`src/rtl/riscv_pkg.sv`:
```
// Shared core types: register width, immediate packing formats, and the
// encoder's error codes and FSM states.
package riscv_pkg;

  localparam int XLEN = 32;

  // Immediate layout selector. Encodings 5..7 are unused and are rejected
  // as a bad type by the encoder.
  typedef enum logic [2:0] {
    IMM_I = 3'd0,
    IMM_S = 3'd1,
    IMM_B = 3'd2,
    IMM_U = 3'd3,
    IMM_J = 3'd4
  } immediate_type_e;

  // Encoder check result; the numeric values double as the err_code output.
  typedef enum logic [1:0] {
    ENC_OK       = 2'd0,
    ENC_RANGE    = 2'd1,
    ENC_MISALIGN = 2'd2,
    ENC_BADTYPE  = 2'd3
  } enc_err_e;

  // Instruction writer FSM states.
  typedef enum logic [1:0] {
    IDLE = 2'd0,
    ENC  = 2'd1,
    WR   = 2'd2,
    ERR  = 2'd3
  } enc_state_e;

endpackage

```
`src/rtl/imm_pack_unit.sv`:
```
// Combinational immediate packer: places a value-form immediate into its
// I/S/B/U/J bit positions around the register/opcode fields and reports
// whether the immediate is representable in that format.
module imm_pack_unit
  import riscv_pkg::*;
(
  input  immediate_type_e  imm_type_i,
  input  logic [6:0]       opcode_i,
  input  logic [4:0]       rd_i,
  input  logic [4:0]       rs1_i,
  input  logic [4:0]       rs2_i,
  input  logic [2:0]       funct3_i,
  input  logic [XLEN-1:0]  imm_i,
  output logic [31:0]      word_o,
  output enc_err_e         err_o
);

  // A value fits an N+1 bit signed field when every bit above bit N
  // matches bit N (i.e. it equals its own sign extension from bit N).
  logic fits_12b;
  logic fits_13b;
  logic fits_21b;

  assign fits_12b = (&imm_i[XLEN-1:11]) | ~(|imm_i[XLEN-1:11]);
  assign fits_13b = (&imm_i[XLEN-1:12]) | ~(|imm_i[XLEN-1:12]);
  assign fits_21b = (&imm_i[XLEN-1:20]) | ~(|imm_i[XLEN-1:20]);

  // Pack by format; precedence is bad type, then misalignment, then range.
  always_comb begin
    word_o = '0;
    err_o  = ENC_OK;
    case (imm_type_i)
      IMM_I: begin
        word_o = {imm_i[11:0], rs1_i, funct3_i, rd_i, opcode_i};
        if (!fits_12b) err_o = ENC_RANGE;
      end
      IMM_S: begin
        word_o = {imm_i[11:5], rs2_i, rs1_i, funct3_i, imm_i[4:0], opcode_i};
        if (!fits_12b) err_o = ENC_RANGE;
      end
      IMM_B: begin
        word_o = {imm_i[12], imm_i[10:5], rs2_i, rs1_i, funct3_i,
                  imm_i[4:1], imm_i[11], opcode_i};
        if (imm_i[0])       err_o = ENC_MISALIGN;
        else if (!fits_13b) err_o = ENC_RANGE;
      end
      IMM_U: begin
        word_o = {imm_i[31:12], rd_i, opcode_i};
        if (|imm_i[11:0]) err_o = ENC_RANGE;
      end
      IMM_J: begin
        word_o = {imm_i[20], imm_i[10:1], imm_i[11], imm_i[19:12], rd_i, opcode_i};
        if (imm_i[0])       err_o = ENC_MISALIGN;
        else if (!fits_21b) err_o = ENC_RANGE;
      end
      default: begin
        err_o = ENC_BADTYPE;
      end
    endcase
  end

endmodule

```
`src/rtl/instr_encode_writer.sv`:
```
// Program-load instruction assembler: accepts instruction fields over a
// valid/ready handshake, encodes and checks them, and writes each accepted
// word into IMEM at an auto-incrementing address.
//
// Handshake: a request is taken on a rising clk edge where req_valid and
// req_ready are both 1. req_ready is only high in IDLE, when IMEM is not
// full and restart is low; fields are latched on that edge and the
// requester may change them afterwards.
module instr_encode_writer
  import riscv_pkg::*;
#(
  parameter int              IMEM_DEPTH = 1024,
  parameter logic [XLEN-1:0] BASE_ADDR  = 32'h0000_0000
) (
  input  logic                          clk,
  input  logic                          rst_n,
  input  logic                          req_valid,
  output logic                          req_ready,
  input  immediate_type_e               req_imm_type,
  input  logic [6:0]                    req_opcode,
  input  logic [4:0]                    req_rd,
  input  logic [4:0]                    req_rs1,
  input  logic [4:0]                    req_rs2,
  input  logic [2:0]                    req_funct3,
  input  logic [XLEN-1:0]               req_imm,
  input  logic                          restart,
  output logic                          imem_we,
  output logic [XLEN-1:0]               imem_addr,
  output logic [XLEN-1:0]               imem_wdata,
  output logic                          err_valid,
  output logic [1:0]                    err_code,
  output logic [15:0]                   err_count,
  output logic [$clog2(IMEM_DEPTH):0]   word_count,
  output logic                          full,
  output enc_state_e                    dbg_state
);

  localparam int CW = $clog2(IMEM_DEPTH) + 1;

  enc_state_e      state_q, state_d;
  immediate_type_e type_q;
  logic [6:0]      opcode_q;
  logic [4:0]      rd_q, rs1_q, rs2_q;
  logic [2:0]      funct3_q;
  logic [XLEN-1:0] imm_q;
  logic [XLEN-1:0] wdata_q, addr_q;
  enc_err_e        err_code_q;
  logic [15:0]     err_cnt_q, err_cnt_d;
  // The write pointer and the word count always move together, so a single
  // counter serves as both.
  logic [CW-1:0]   cnt_q, cnt_d;

  logic            accept;
  logic [31:0]     pack_word;
  enc_err_e        pack_err;
  logic [CW-1:0]   ptr_eff;
  logic [XLEN-1:0] ptr_byte;

  imm_pack_unit u_pack (
    .imm_type_i (type_q),
    .opcode_i   (opcode_q),
    .rd_i       (rd_q),
    .rs1_i      (rs1_q),
    .rs2_i      (rs2_q),
    .funct3_i   (funct3_q),
    .imm_i      (imm_q),
    .word_o     (pack_word),
    .err_o      (pack_err)
  );

  assign full      = (cnt_q == CW'(IMEM_DEPTH));
  assign req_ready = (state_q == IDLE) && !full && !restart;
  assign accept    = req_valid && req_ready;

  // A restart coinciding with ENC retargets the upcoming write to word 0.
  assign ptr_eff  = restart ? '0 : cnt_q;
  assign ptr_byte = XLEN'({ptr_eff, 2'b00});

  // Next-state and one-cycle strobes of the IDLE/ENC/WR/ERR sequencer.
  always_comb begin
    state_d   = state_q;
    imem_we   = 1'b0;
    err_valid = 1'b0;
    case (state_q)
      IDLE: if (accept) state_d = ENC;
      ENC:  state_d = (pack_err == ENC_OK) ? WR : ERR;
      WR: begin
        imem_we = 1'b1;
        state_d = IDLE;
      end
      ERR: begin
        err_valid = 1'b1;
        state_d   = IDLE;
      end
      default: state_d = IDLE;
    endcase
  end

  // Counter next values; restart overrides the post-write increment.
  always_comb begin
    cnt_d     = cnt_q;
    err_cnt_d = err_cnt_q;
    if (restart)            cnt_d = '0;
    else if (state_q == WR) cnt_d = cnt_q + 1'b1;
    if (state_q == ERR && err_cnt_q != 16'hFFFF) err_cnt_d = err_cnt_q + 16'd1;
  end

  // FSM state register.
  always_ff @(posedge clk or negedge rst_n) begin
    if (!rst_n) state_q <= IDLE;
    else        state_q <= state_d;
  end

  // Capture request fields on the handshake edge.
  always_ff @(posedge clk or negedge rst_n) begin
    if (!rst_n) begin
      type_q   <= IMM_I;
      opcode_q <= '0;
      rd_q     <= '0;
      rs1_q    <= '0;
      rs2_q    <= '0;
      funct3_q <= '0;
      imm_q    <= '0;
    end else if (accept) begin
      type_q   <= req_imm_type;
      opcode_q <= req_opcode;
      rd_q     <= req_rd;
      rs1_q    <= req_rs1;
      rs2_q    <= req_rs2;
      funct3_q <= req_funct3;
      imm_q    <= req_imm;
    end
  end

  // Register the encoded word, its address and the check result out of ENC.
  always_ff @(posedge clk or negedge rst_n) begin
    if (!rst_n) begin
      wdata_q    <= '0;
      addr_q     <= BASE_ADDR;
      err_code_q <= ENC_OK;
    end else if (state_q == ENC) begin
      if (pack_err == ENC_OK) begin
        wdata_q    <= pack_word;
        addr_q     <= BASE_ADDR + ptr_byte;
        err_code_q <= ENC_OK;
      end else begin
        err_code_q <= pack_err;
      end
    end
  end

  // Word and rejection counters.
  always_ff @(posedge clk or negedge rst_n) begin
    if (!rst_n) begin
      cnt_q     <= '0;
      err_cnt_q <= '0;
    end else begin
      cnt_q     <= cnt_d;
      err_cnt_q <= err_cnt_d;
    end
  end

  assign imem_addr  = addr_q;
  assign imem_wdata = wdata_q;
  assign err_code   = err_code_q;
  assign err_count  = err_cnt_q;
  assign word_count = cnt_q;
  assign dbg_state  = state_q;

endmodule

```
`config.mk`:
```
export PLATFORM = sky130hd
export DESIGN_NAME = instr_encode_writer
export DESIGN_NICKNAME = d
export VERILOG_FILES = /design/src/rtl/riscv_pkg.sv /design/src/rtl/imm_pack_unit.sv /design/src/rtl/instr_encode_writer.sv
export SDC_FILE = /design/constraint.sdc
export NUM_CORES = 1
export LEC_CHECK = 0
export BUFFER_PORTS_ARGS = -buffer_cell sky130_fd_sc_hd__buf_4
export CORE_MARGIN = 3
export CORE_UTILIZATION = 41
export DETAILED_ROUTE_END_ITERATION = 6
export HOLD_SLACK_MARGIN = 0.03
export PLACE_DENSITY = 0.68
export SYNTH_ARGS = -nofsm -noshare
export SYNTH_HDL_FRONTEND = slang
export SYNTH_SLANG_ARGS = --single-unit
```
`constraint.sdc`:
```
create_clock -name clk -period 2.5 [get_ports clk]
set_clock_uncertainty 0.15 [all_clocks]
set_input_delay 0.125 -clock clk [delete_from_list [all_inputs] [get_ports clk]]
set_output_delay 0.125 -clock clk [all_outputs]
set_load 0.05 [all_outputs]
```
==> impl_metrics.py <==
metrics = {
    "logic_synthesis": {
        "yosys-top-cells-count": "dfrtp_1 (134), mux2_2 (76), mux2_4 (39)",
        "synthArstFlopShare": 1.00,
        "syn_area_per_cell_sq_um": 12.3,
        "synth_ff_type": "dfrtp_1",
        "synth_area_leaders": "dfrtp_1 (51%), mux2_2 (13%), mux2_4 (9.0%), nor2b_1 (2.9%), buf_4 (2.4%)",
        "synth_most_common_cell": "dfrtp_1",
        "ys_ff_latch": 134,
        "synth_cells": 531,
        "synth_enable_flop_cells": 0,
        "synth_cell_types": 40,
        "ys_seq_area_frac": 0.513,
        "ys_warn_count": 0,
        "synth_top_cell_area_share": 0.513,
        "syn_area_sq_mm": 0.00653,
        "yosysTopAreaCell": "dfrtp_1",
    },
    "floorplanning": {
        "design.die.area_sq_mm": 0.0175,
        "core_area_sq_mm": 0.0154,
        "die_h_um": 132,
        "std_cell_rows": 45,
        "initial_core_util": 0.425,
        "ios": 163,
        "dieWidth_um": 132,
    },
    "cts": {
        "h-tree-depth": 4,
        "numCtsBuffers": 17,
        "post_cts_buffers": 0,
        "cts.clk_slew.worst_paths_ns": 0.06,
        "ctsLongestPathBuffers": 2,
        "root_buffer": "clkbuf_16",
        "numClockSinks": 134,
        "cts_tree": "done",
        "clk_latency_ns": 0.41,
    },
    "status": {
        "status": "finished, final reports clean",
    },
    "setup_path": {
        "start_kind": "flop",
        "required_ns": 2.65,
        "crit_buf_inv": 2,
        "worst-setup-path-type": "flop to flop",
        "critPathMaxFanout": 27,
        "crit_path_end_kind": "flop",
        "crit_arrival_ns": 2.51,
        "max_stage_delay_ns": 0.44,
        "crit_slowest_cell": "dfrtp_1",
        "cp_top_family": "simple AND/OR/NAND/NOR gates",
        "worstPathCellList": "nor4_1 -> buf_4 -> a311oi_1 -> a211oi_2 -> nand3_4 -> buf_12 -> mux2_4",
    },
    "timing": {
        "period_share": 0.946,
        "setup-tns-final_ns": 0,
        "rsz0062_at_grt": "no",
        "relSlewSlack": 0.441,
        "tightest_slew_ns": 0.836,
        "period_minus_slack_ns": 2.36,
        "finalSetupViolCount": 0,
        "finalHoldViolations": 0,
        "finalMaxSlewViolations": 0,
        "max_clock_freq_mhz": 423,
    },
    "layout": {
        "fillerInstances": 1248,
        "drive_above_1_share": 0.436,
        "final_cell_area_sq_mm": 0.00911,
        "post-route-util": 0.593,
        "area.growth.synth_to_final_pct": 39.4,
        "nets": 813,
        "diodes": 0,
    },
    "power_and_ir_drop": {
        "peakVddDrop_mv": 0.632,
        "power_frac_seq": 0.332,
        "switching_share": 0.397,
        "power.leakage_nw": 4.29,
        "p_comb_frac": 0.441,
        "p_per_area_mw_per_mm2": 1240,
        "pwr-share-clk": 0.227,
        "p_int_w": 0.00680,
        "p_switching_w": 0.00448,
    },
    "route": {
        "vias": 4913,
        "drc_errors": 0,
        "wl_per_cell_um": 17.3,
        "final_antenna_net_count": 0,
        "post_drt_via_cell_ratio": 5.06,
        "finalWirelength_um": 16800,
        "drt-pass1-iter-count": 5,
        "drtIter0Drc": 231,
    },
    "global_route": {
        "grt_max_degree": 55,
        "grt_pass1_wl_um": 27600,
        "grt_antenna_before_repair": 0,
        "gr-usage-all-layers": 0.196,
        "grt-ovfl-total": 0,
        "grt_pass1_vias": 5133,
    },
    "worst_hold_path": {
        "min_path_type": "primary input to asynchronous set/reset pin",
    },
    "placed_design": {
        "place_area_sq_mm": 0.00787,
        "port_buffers": 141,
        "gp_congestion": 0.815,
        "place_hpwl_um": 11500,
    },
    "flow_run": {
        "drv_cap": 0,
    },
}
-- cell families (layout without fill, tap and decap cells) --
logic type,Yosys count,in the layout,synth area share
AOI/OAI and AO/OA,68,68,0.0670
xor gates and xnor gates,22,22,0.0295
adders and majority gates,3,3,0.00575
buffers and inverters,53,261,0.0483
DFF,134,134,0.513
muxes,117,117,0.224
other,1,21,0.000574
and+or+nand+nor,133,133,0.112
-- layout by cell type, fill, tap and decap left out, types with 3 or more instances in the layout --
| cell type | instances |
|---|---|
| o21ai_0 | 15 |
| a22oi_1 | 10 |
| nor2_1 | 19 |
| nand2_1 | 25 |
| inv_1 | 3 |
| clkbuf_16 | 17 |
| mux2_4 | 39 |
| buf_12 | 3 |
| and3_1 | 5 |
| clkinvlp_4 | 3 |
| xnor2_1 | 14 |
| mux2_2 | 76 |
| a22o_1 | 7 |
| o22ai_1 | 8 |
| nor4_1 | 9 |
| nand4_1 | 11 |
| nor2b_1 | 30 |
| xor2_1 | 8 |
| dfrtp_2 | 10 |
| dlygate4sd3_1 | 62 |
| dfrtp_1 | 124 |
| buf_4 | 158 |
| and2_1 | 6 |
| or3_1 | 3 |
| conb_1 | 21 |
| a21oi_1 | 22 |
| clkbuf_8 | 5 |
| nand3_1 | 10 |
| and4_1 | 4 |
-- power groups by stage --
| stage | sequential (W) | combinational, W | clock [W] |
|---|---|---|---|
| floorplan | 0.00455 | 0.00259 | 0 |
| global placement | 0.00371 | 0.00475 | 0 |
| detailed placement | 0.00375 | 0.00486 | 0 |
| CTS | 0.00372 | 0.00496 | 0.00262 |
| global route | 0.00386 | 0.00532 | 0.00269 |
| finish | 0.00375 | 0.00497 | 0.00256 |
-- routing by layer --
layer,vias up,GRT usage,routed length [um]
met5,-,0,0
met4,0,0.0699,379
met3,25,0.0420,723
met2,157,0.314,8170
met1,2451,0.264,7530
li1,2280,-,-
-- worst paths after layout --
path / startpoint / slack [ns] / depth (start not counted) / end
worst max-delay path: imm_q[15] / 0.14 / 7 / imem_wdata[0]
worst min-delay path: rst_n / 0.1 / 2 / opcode_q[6]
worst max register to register: imm_q[15] / 0.14 / 7 / imem_wdata[0]
worst min register to register: err_code[1] / 0.35 / 1 / err_code[1]
max in group asynchronous: rst_n / 1.33 / 3 / imem_wdata[11]
min in group clk: req_valid / 0.18 / 4 / imm_q[0]
-- layout make-up --
class	instances	area (sq um)	share of cell area
multi-input combinational	364	2970	0.326
sequential	134	3370	0.370
timing repair buffer	224	1880	0.206
tap	211	264	0.0290
inverter	5	18.8	0.00206
clock buffer	22	494	0.0543
clock inverter	10	119	0.0131
-- through the flow --
| stage | worst slack, ns | power (W) | hold slack (ns) | cells |
|---|---|---|---|---|
| 2_1_floorplan | -0.102 | 0.00714 | -0.321 | 551 |
| 3_3_place_gp | 0.0749 | 0.00846 | -0.0352 | 876 |
| 3_5_place_dp | 0.113 | 0.00861 | -0.0234 | 876 |
| 4_1_cts | 0.0771 | 0.0113 | 0.101 | 970 |
| 5_1_grt | 0.0280 | 0.0119 | 0.155 | 970 |
| 6_report | 0.135 | 0.0113 | 0.0964 | 970 |
-- state kept, by name (all words and copies together), names as in the netlist, 5 cells and up --
name / flops
err_count: 16
rs1_q: 5
rd_q: 5
imem_wdata: 32
opcode_q: 7
word_count: 11
rs2_q: 5
imem_addr: 11
imm_q: 32
-- timing repair --
action                                 CTS  global route
endpoints found under the hold margin  177             0
hold buffers                            62             0
resized for setup                        0             1
setup endpoints to repair                0            37
(Power assumes the default switching activity.)
